File: src/rtl/mem_access_unit.sv
// Memory-stage access controller: issues one outstanding data-cache request per
// load/store, stalls the pipeline while it is in flight and formats load data.
module mem_access_unit (
  input  logic        clk,
  input  logic        rst,
  input  logic        mem_read,
  input  logic        mem_write,
  input  logic [2:0]  funct3,
  input  logic [31:0] addr,
  input  logic [31:0] wdata,
  input  logic        dmem_resp,
  input  logic [31:0] dmem_rdata,
  output logic        dmem_read,
  output logic        dmem_write,
  output logic [31:0] dmem_address,
  output logic [31:0] dmem_wdata,
  output logic [3:0]  dmem_mbe,
  output logic        stall,
  output logic [31:0] load_data,
  output logic        load_valid,
  output logic        misaligned,
  output logic [31:0] stall_cycles
);

  localparam logic [1:0] IDLE = 2'b00;
  localparam logic [1:0] BUSY = 2'b01;
  localparam logic [1:0] DONE = 2'b10;

  localparam logic [1:0] SZ_BYTE = 2'b00;
  localparam logic [1:0] SZ_HALF = 2'b01;
  localparam logic [1:0] SZ_WORD = 2'b10;

  // funct3 low bits select the size; every unlisted encoding falls back to word.
  function automatic logic [1:0] access_size(input logic [2:0] f3);
    case (f3[1:0])
      2'b00:   return SZ_BYTE;
      2'b01:   return SZ_HALF;
      default: return SZ_WORD;
    endcase
  endfunction

  function automatic logic is_aligned(input logic [1:0] size, input logic [1:0] off);
    case (size)
      SZ_BYTE: return 1'b1;
      SZ_HALF: return ~off[0];
      default: return (off == 2'b00);
    endcase
  endfunction

  function automatic logic [3:0] lane_mask(input logic [1:0] size, input logic [1:0] off);
    case (size)
      SZ_BYTE: return 4'b0001 << off;
      SZ_HALF: return 4'b0011 << {off[1], 1'b0};
      default: return 4'b1111;
    endcase
  endfunction

  function automatic logic [31:0] format_load(input logic [2:0] f3, input logic [1:0] off,
                                              input logic [31:0] word);
    logic [31:0] lane;
    lane = word >> {off, 3'b000};
    case (access_size(f3))
      SZ_BYTE: return f3[2] ? {24'd0, lane[7:0]} : {{24{lane[7]}}, lane[7:0]};
      SZ_HALF: return f3[2] ? {16'd0, lane[15:0]} : {{16{lane[15]}}, lane[15:0]};
      default: return word;
    endcase
  endfunction

  logic [1:0]  state_q, state_d;
  logic        dmem_read_q, dmem_read_d;
  logic        dmem_write_q, dmem_write_d;
  logic [31:0] dmem_address_q, dmem_address_d;
  logic [31:0] dmem_wdata_q, dmem_wdata_d;
  logic [3:0]  dmem_mbe_q, dmem_mbe_d;
  logic [2:0]  funct3_q, funct3_d;
  logic [1:0]  offset_q, offset_d;
  logic [31:0] load_data_q, load_data_d;
  logic        load_valid_q, load_valid_d;
  logic [31:0] stall_cycles_q, stall_cycles_d;

  logic        req_s;
  logic [1:0]  size_s;
  logic [1:0]  off_s;
  logic        aligned_s;
  logic        stall_s;
  logic        misaligned_s;

  assign req_s     = mem_read | mem_write;
  assign off_s     = addr[1:0];
  assign size_s    = access_size(funct3);
  assign aligned_s = is_aligned(size_s, off_s);

  // Next-state, request capture, response formatting and stall generation.
  always_comb begin
    state_d        = state_q;
    dmem_read_d    = dmem_read_q;
    dmem_write_d   = dmem_write_q;
    dmem_address_d = dmem_address_q;
    dmem_wdata_d   = dmem_wdata_q;
    dmem_mbe_d     = dmem_mbe_q;
    funct3_d       = funct3_q;
    offset_d       = offset_q;
    load_data_d    = load_data_q;
    load_valid_d   = 1'b0;
    stall_s        = 1'b0;
    misaligned_s   = 1'b0;

    case (state_q)
      IDLE: begin
        if (req_s && aligned_s) begin
          stall_s        = 1'b1;
          state_d        = BUSY;
          // A simultaneous read and write strobe is resolved as a read.
          dmem_read_d    = mem_read;
          dmem_write_d   = ~mem_read;
          dmem_address_d = {addr[31:2], 2'b00};
          dmem_wdata_d   = wdata << {off_s, 3'b000};
          dmem_mbe_d     = lane_mask(size_s, off_s);
          funct3_d       = funct3;
          offset_d       = off_s;
        end else if (req_s) begin
          misaligned_s   = 1'b1;
        end else begin
          state_d        = IDLE;
        end
      end
      BUSY: begin
        stall_s = 1'b1;
        if (dmem_resp) begin
          state_d      = DONE;
          dmem_read_d  = 1'b0;
          dmem_write_d = 1'b0;
          if (dmem_read_q) begin
            load_data_d  = format_load(funct3_q, offset_q, dmem_rdata);
            load_valid_d = 1'b1;
          end else begin
            load_valid_d = 1'b0;
          end
        end else begin
          state_d = BUSY;
        end
      end
      DONE: begin
        // Inputs seen here still belong to the completing instruction.
        state_d = IDLE;
      end
      default: begin
        state_d      = IDLE;
        dmem_read_d  = 1'b0;
        dmem_write_d = 1'b0;
      end
    endcase

    stall_cycles_d = stall_cycles_q + {31'd0, stall_s};
  end

  // State and output registers with synchronous reset.
  always_ff @(posedge clk) begin
    if (rst) begin
      state_q        <= IDLE;
      dmem_read_q    <= 1'b0;
      dmem_write_q   <= 1'b0;
      dmem_address_q <= 32'd0;
      dmem_wdata_q   <= 32'd0;
      dmem_mbe_q     <= 4'd0;
      funct3_q       <= 3'd0;
      offset_q       <= 2'd0;
      load_data_q    <= 32'd0;
      load_valid_q   <= 1'b0;
      stall_cycles_q <= 32'd0;
    end else begin
      state_q        <= state_d;
      dmem_read_q    <= dmem_read_d;
      dmem_write_q   <= dmem_write_d;
      dmem_address_q <= dmem_address_d;
      dmem_wdata_q   <= dmem_wdata_d;
      dmem_mbe_q     <= dmem_mbe_d;
      funct3_q       <= funct3_d;
      offset_q       <= offset_d;
      load_data_q    <= load_data_d;
      load_valid_q   <= load_valid_d;
      stall_cycles_q <= stall_cycles_d;
    end
  end

  assign dmem_read    = dmem_read_q;
  assign dmem_write   = dmem_write_q;
  assign dmem_address = dmem_address_q;
  assign dmem_wdata   = dmem_wdata_q;
  assign dmem_mbe     = dmem_mbe_q;
  assign load_data    = load_data_q;
  assign load_valid   = load_valid_q;
  assign stall_cycles = stall_cycles_q;
  assign stall        = stall_s & ~rst;
  assign misaligned   = misaligned_s & ~rst;

endmodule

File: config.mk
export PLATFORM = sky130hd
export DESIGN_NAME = mem_access_unit
export DESIGN_NICKNAME = d
export VERILOG_FILES = /design/src/rtl/mem_access_unit.sv
export SDC_FILE = /design/constraint.sdc
export NUM_CORES = 1
export LEC_CHECK = 0
export CORE_UTILIZATION = 44
export DETAILED_ROUTE_END_ITERATION = 6
export GPL_ROUTABILITY_DRIVEN = 0
export PLACE_DENSITY_LB_ADDON = 0.15
export SYNTH_ARGS = -nofsm -noshare
export SYNTH_HDL_FRONTEND = slang
export SYNTH_SLANG_ARGS = --single-unit
export TNS_END_PERCENT = 10
File: constraint.sdc
create_clock -name clk -period 2.6 [get_ports clk]
set_input_delay 0.52 -clock clk [delete_from_list [all_inputs] [get_ports clk]]
set_output_delay 0.52 -clock clk [all_outputs]
set_load 0.02 [all_outputs]
* After elaboration in Yosys (flattened, before gate mapping) *
Cells that the tools add are included.

storage, ports and cells
  flip-flop bits (word level) = 140
  bits of input ports = 104
  output and inout port bits = 137
  word-level logic and storage cells = 70

operators by class
  add/sub/neg operators = 1
  equal/unequal tests = 9
  shift operators = 4
  muxes and demuxes = 25
  bitwise operators = 9
  reduce and logical (&&, ||, !) cells = 11

operator list
  cell                                                               count
  32-bit 2-to-1 mux                                                  2
  32-bit one-hot mux with 2 select lines                             1
  32-bit by 1-bit adder with 32-bit output                           1
  32-bit by 5-bit << shifter with 32-bit output                      1
  32-bit by 5-bit >> shifter with 16-bit output                      1
  2-bit zero test                                                    6
  2-bit 2-to-1 mux                                                   6
  2-bit one-hot mux with 2 select lines                              3
  2-bit by 1-bit == test with 1-bit output, second input constant    5
  1-bit 2-to-1 mux                                                   8
  4-bit one-hot mux with 2 select lines                              1
  1-bit inverter                                                     6
  1-bit one-hot mux with 3 select lines                              2
  3-bit AND reduction                                                2
  2-bit inequality test, second input constant                       2
  1-bit one-hot mux with 2 select lines                              2
  1-bit by 2-bit << shifter with 4-bit output, first input constant  1
  2-bit by 2-bit << shifter with 4-bit output, first input constant  1
  3-bit inequality test, second input constant                       1
  3-bit OR reduction                                                 1
  1-bit AND                                                          2
  2-bit == test, second input constant                               1
  2-bit AND reduction                                                1
  1-bit logical AND                                                  1
  1-bit OR                                                           1

* Longest topological paths before layout *
  depth in word-level cells = 8
  depth in mapped cells = 10
  mapped depth without buffers = 8

* Least setup slack after synthesis *
OpenSTA, ideal clock, no wires.

  path kind = input to output
  from = in rst
  to = out misaligned
  arrival = 1.909 ns
  required time = 2.080 ns
  path slack = 0.171 ns
  stages on the path = 3
  buffers on the path = 2
  path through = clkbuf_1 clkbuf_1 a2111oi_0

on the way
  word-level cells in the longest chain between the ends = 2

ends and longest elaborated chain
  element             line  text
  start: declaration  5     input logic rst,
  1-bit inverter      195   assign misaligned = misaligned_s & ~rst;
  1-bit AND           195
  end: declaration    21    output logic misaligned,

Every way passes these cells.

* Final worst setup path *
  from = in funct3[0]
  to = reg stall_cycles_q[26] (netlist: stall_cycles[26])

on the way
  word-level cells in the longest chain between the ends = 8
  elaborated cells on any way between the ends = 10
  classes of those cells = add/sub (1); eq/ne (2); mux (4); reduce/logical (3)

ends and longest elaborated chain
  element                                                                             line  text
  start: declaration                                                                  8     input logic [2:0] funct3,
  2-bit by 1-bit == test with 1-bit output / 2-bit zero test (equally long branches)  35    case (f3[1:0])
  2-bit one-hot mux with 2 select lines (*)                                           35
  2-bit by 1-bit == test with 1-bit output / 2-bit zero test (equally long branches)  43    case (size)
  1-bit one-hot mux with 2 select lines (*)                                           43
  1-bit logical AND (*)                                                               110   if (req_s && aligned_s) begin
  1-bit 2-to-1 mux (*)                                                                110
  1-bit one-hot mux with 2 select lines (*)                                           108   case (state_q)
  32-bit by 1-bit adder with 32-bit output (*)                                        154   stall_cycles_d = stall_cycles_q + {31'd0, stall_s};
  end signal: assignment                                                              182   stall_cycles_q <= stall_cycles_d;
  end: declaration                                                                    79    logic [31:0] stall_cycles_q, stall_cycles_d;

Mark *: on every way between the ends. The rest lies on a longest branch, timed or not.
A chain may end at the register's enable or synchronous reset.

==> impl_metrics.tcl <==
set metrics [dict create \
    status "completed" \
    area.growth.synth_to_final_pct 51.1 \
    routedWlPerCell_microns 16.1 \
    period_minus_slack_ns 2.48 \
    cts_tree "done" \
    min_delay_path_depth 2 \
    synth_top_area_cell "dfxtp_1" \
    cp.required_ns 2.95 \
    yosys_warnings 0 \
    cts_buffers 17 \
    slew_viol_final 0 \
    ys_top_cells_by_area "dfxtp_1 (45%), nand2_1 (8.0%), a21oi_1 (6.6%)" \
    synth_seq_area_share_pct 45.0 \
    p_sw_share_pct 25.2 \
    synthArstFlopShare_pct 0 \
    ir_worst_vdd_mv 0.488 \
    power_density_mw_per_mm2 595 \
    overflow 0 \
    avgSynthCellArea_sq_um 8.38 \
    cp.arrival_ns 2.82 \
    drv_cap 0 \
    power.share.combinational_pct 16.3 \
    pin_count 241 \
    drive_gt1_share_pct 8.26 \
    cts_num_sinks 140 \
    setup_violations 0 \
    grt_max_degree 134 \
    power.switching_mw 1.41 \
    synth_cell_type_count 47 \
    grt_pass1_vias 5930 \
    antenna_found_initial 0 \
    crit_chain "clkdlybuf4s50_1, o21ai_2, a31oi_1, nor2_1, ha_1, ha_2, nand4_4, or4_1, a21oi_1" \
    hold_class "in2reg" \
    path_max_fanout 8 \
    fin_total_pwr_mw 5.60 \
    nets 1075 \
    hpwlAfterDp_microns 13000 \
    final_cell_mix "clkdlybuf4s50_1 (235), dfxtp_1 (140), nand2_1 (133), a21oi_1 (82), nor2_1 (71)" \
    n_antenna_cell 0 \
    reg2reg_depth 7 \
    numPortBuffers 238 \
    crit_type "in2reg" \
    critPathMaxStageDelay_ns 0.56 \
    fin_cells 1161 \
    ys_seq_elements 140 \
    clkSlewWorstSetupHoldPaths_ns 0.06 \
    first_pass_iters 6 \
    start_util_pct 45.0 \
    synth_cells 743 \
    p_seq_share_pct 41.0 \
    synth_top_area_share_pct 45.0 \
    placementRows 43 \
    detail_route.vias_per_cell 5.44 \
    drt-initial-drc-count 539 \
    drc 0 \
    postRouteAntennaNets 0 \
    worst_slew_pin_slew_ns 0.643 \
    synth-edff-count 0 \
    slowest_stage "or4_1" \
    synth_area_sq_mm 0.00623 \
    hold_path.startpoint "rst" \
    fmax_mhz 404 \
    synth_ff_type "dfxtp_1" \
    core_area_sq_mm 0.0138 \
    r2r_end "stall_cycles[26]$_SDFF_PP0_" \
    finish.utilization_pct 68.1 \
    die_w_microns 121 \
    clk_latency_ns 0.42 \
    die_area_sq_mm 0.0146 \
    die_y_microns 121 \
    finalCritPeriodShare_pct 95.3 \
    rsz0062_at_grt "no" \
    start_kind "primary input" \
    relSlewSlack_pct 57.0 \
    nFillCells 1135 \
    place_inst 1128 \
    r2r_start "state_q[0]$_SDFFE_PP0P_" \
    finalClockSkew_ns 0.00483 \
    hold_violations 0 \
    pwr-share-clk_pct 42.7 \
    grt_first_pass_wirelength_microns 29200 \
    cp-end-kind "flip-flop" \
    leakage_nw 3.29 \
    layout_commonest_cell "clkdlybuf4s50_1" \
    cts_root_buf "clkbuf_16" \
    hold_end "dmem_wdata[26]$_SDFFE_PP0P_" \
    grtUsageTotal_pct 25.6 \
    totalWireLength_microns 18700 \
    htree_levels 4 \
    r2r_slack_ns 0.60 \
    ctsLongestPathBuffers 2 \
    vias 6316 \
    p_int_mw 4.18 \
]
[worst max-delay path: cells and delay by family]
kind,cells,cell delay (ns)
adders and majority gates,2,0.45
AOI/OAI and AO/OA,3,0.55
buffers and inverters,1,0.48
and+or+nand+nor,3,0.83
[per-stage QoR]
step	worst slack [ns]	TNS (ns)	instance area, sq um	hold slack, ns
floorplan	0.171	0	6230	0.449
global placement	-0.479	-8.14	8790	0.440
detailed placement	-0.581	-10.07	8790	0.447
CTS	0.0476	0	9380	0.383
global route	0.00126	0	9410	0.393
finish	0.122	0	9410	0.397
[worst max path at each step]
stage              start                     endpoint  slack (ns)  depth (start not counted)
2_1_floorplan        rst                   misaligned        0.17                          3
3_3_place_gp   funct3[0]  stall_cycles[31]$_SDFF_PP0_       -0.48                          9
3_5_place_dp   funct3[0]  stall_cycles[26]$_SDFF_PP0_       -0.58                          9
4_1_cts        funct3[0]  stall_cycles[26]$_SDFF_PP0_        0.05                          9
5_1_grt        funct3[0]  stall_cycles[31]$_SDFF_PP0_       0.001                          9
6_report       funct3[0]  stall_cycles[26]$_SDFF_PP0_        0.12                          9
[kinds of logic (layout without fill, tap and decap cells)]
kind of cell / count (synthesis) / after routing / share of synthesized area, %
adders and majority gates: 2 / 2 / 0.402
DFF: 140 / 140 / 45.0
AOI/OAI and AO/OA: 187 / 187 / 19.3
buffers and inverters: 64 / 300 / 4.68
and+or+nand+nor: 301 / 302 / 22.6
other: 1 / 2 / 0.0602
xor gates and xnor gates: 10 / 10 / 1.41
muxes: 38 / 38 / 6.49
[power groups by stage]
| stage | logic, mW | clock network [mW] | registers (mW) |
|---|---|---|---|
| 2_1_floorplan | 0.360 | 0 | 2.43 |
| 3_3_place_gp | 0.891 | 0 | 2.33 |
| 3_5_place_dp | 0.906 | 0 | 2.34 |
| 4_1_cts | 0.913 | 2.42 | 2.29 |
| 5_1_grt | 0.983 | 2.53 | 2.31 |
| 6_report | 0.912 | 2.39 | 2.29 |
[per-layer routing]
layer / up-vias / part of all wire (%) / GRT usage, %
met4: 0 / 2.4 / 11.1
met5: - / 0 / 0
li1: 3087 / - / -
met1: 2968 / 41 / 30.1
met3: 33 / 8.1 / 8.04
met2: 228 / 48 / 42.8
[synthesized netlist by cell type (all sizes together) (4+ instances only)]
library cell    n
a22oi          15
or4            12
mux2i          28
o31ai          12
o221ai          7
and3            4
and4            6
clkbuf         32
xor2            7
a21oi          83
a2bb2oi         8
nor2           71
nand2         133
o2bb2ai         7
nor3           12
or3            15
nand2b          5
dfxtp         140
and2            4
a211oi         32
buf            30
mux2            9
nand3          15
o211ai          8
o21ai           9
nor2b           9
nand4          10
[final cells by class]
cell class / instances / area [sq um] / area share (%)
Timing Repair Buffer: 267 / 2620 / 27.8
Multi-Input combinational cell: 541 / 3180 / 33.7
Clock inverter: 6 / 85.1 / 0.904
Inverter: 2 / 7.51 / 0.0798
Sequential cell: 140 / 2800 / 29.8
Tap cell: 180 / 225 / 2.39
Clock buffer: 25 / 495 / 5.27
[timing repair]
item / CTS / global route
gates cloned: 0 / 1
gates resized for setup: 7 / 2
setup endpoints to repair: 15 / 11
buffers inserted: 0 / 1
hold buffers: 0 / 0
[flip-flops by register name, indices dropped and copies added, names as in the netlist]
name          cells
state_q           2
dmem_mbe          4
funct3_q          3
dmem_wdata       32
load_data        32
dmem_read         1
dmem_address     30
offset_q          2
stall_cycles     32
dmem_write        1
load_valid        1
No activity file was read; power rests on OpenSTA's default activity.
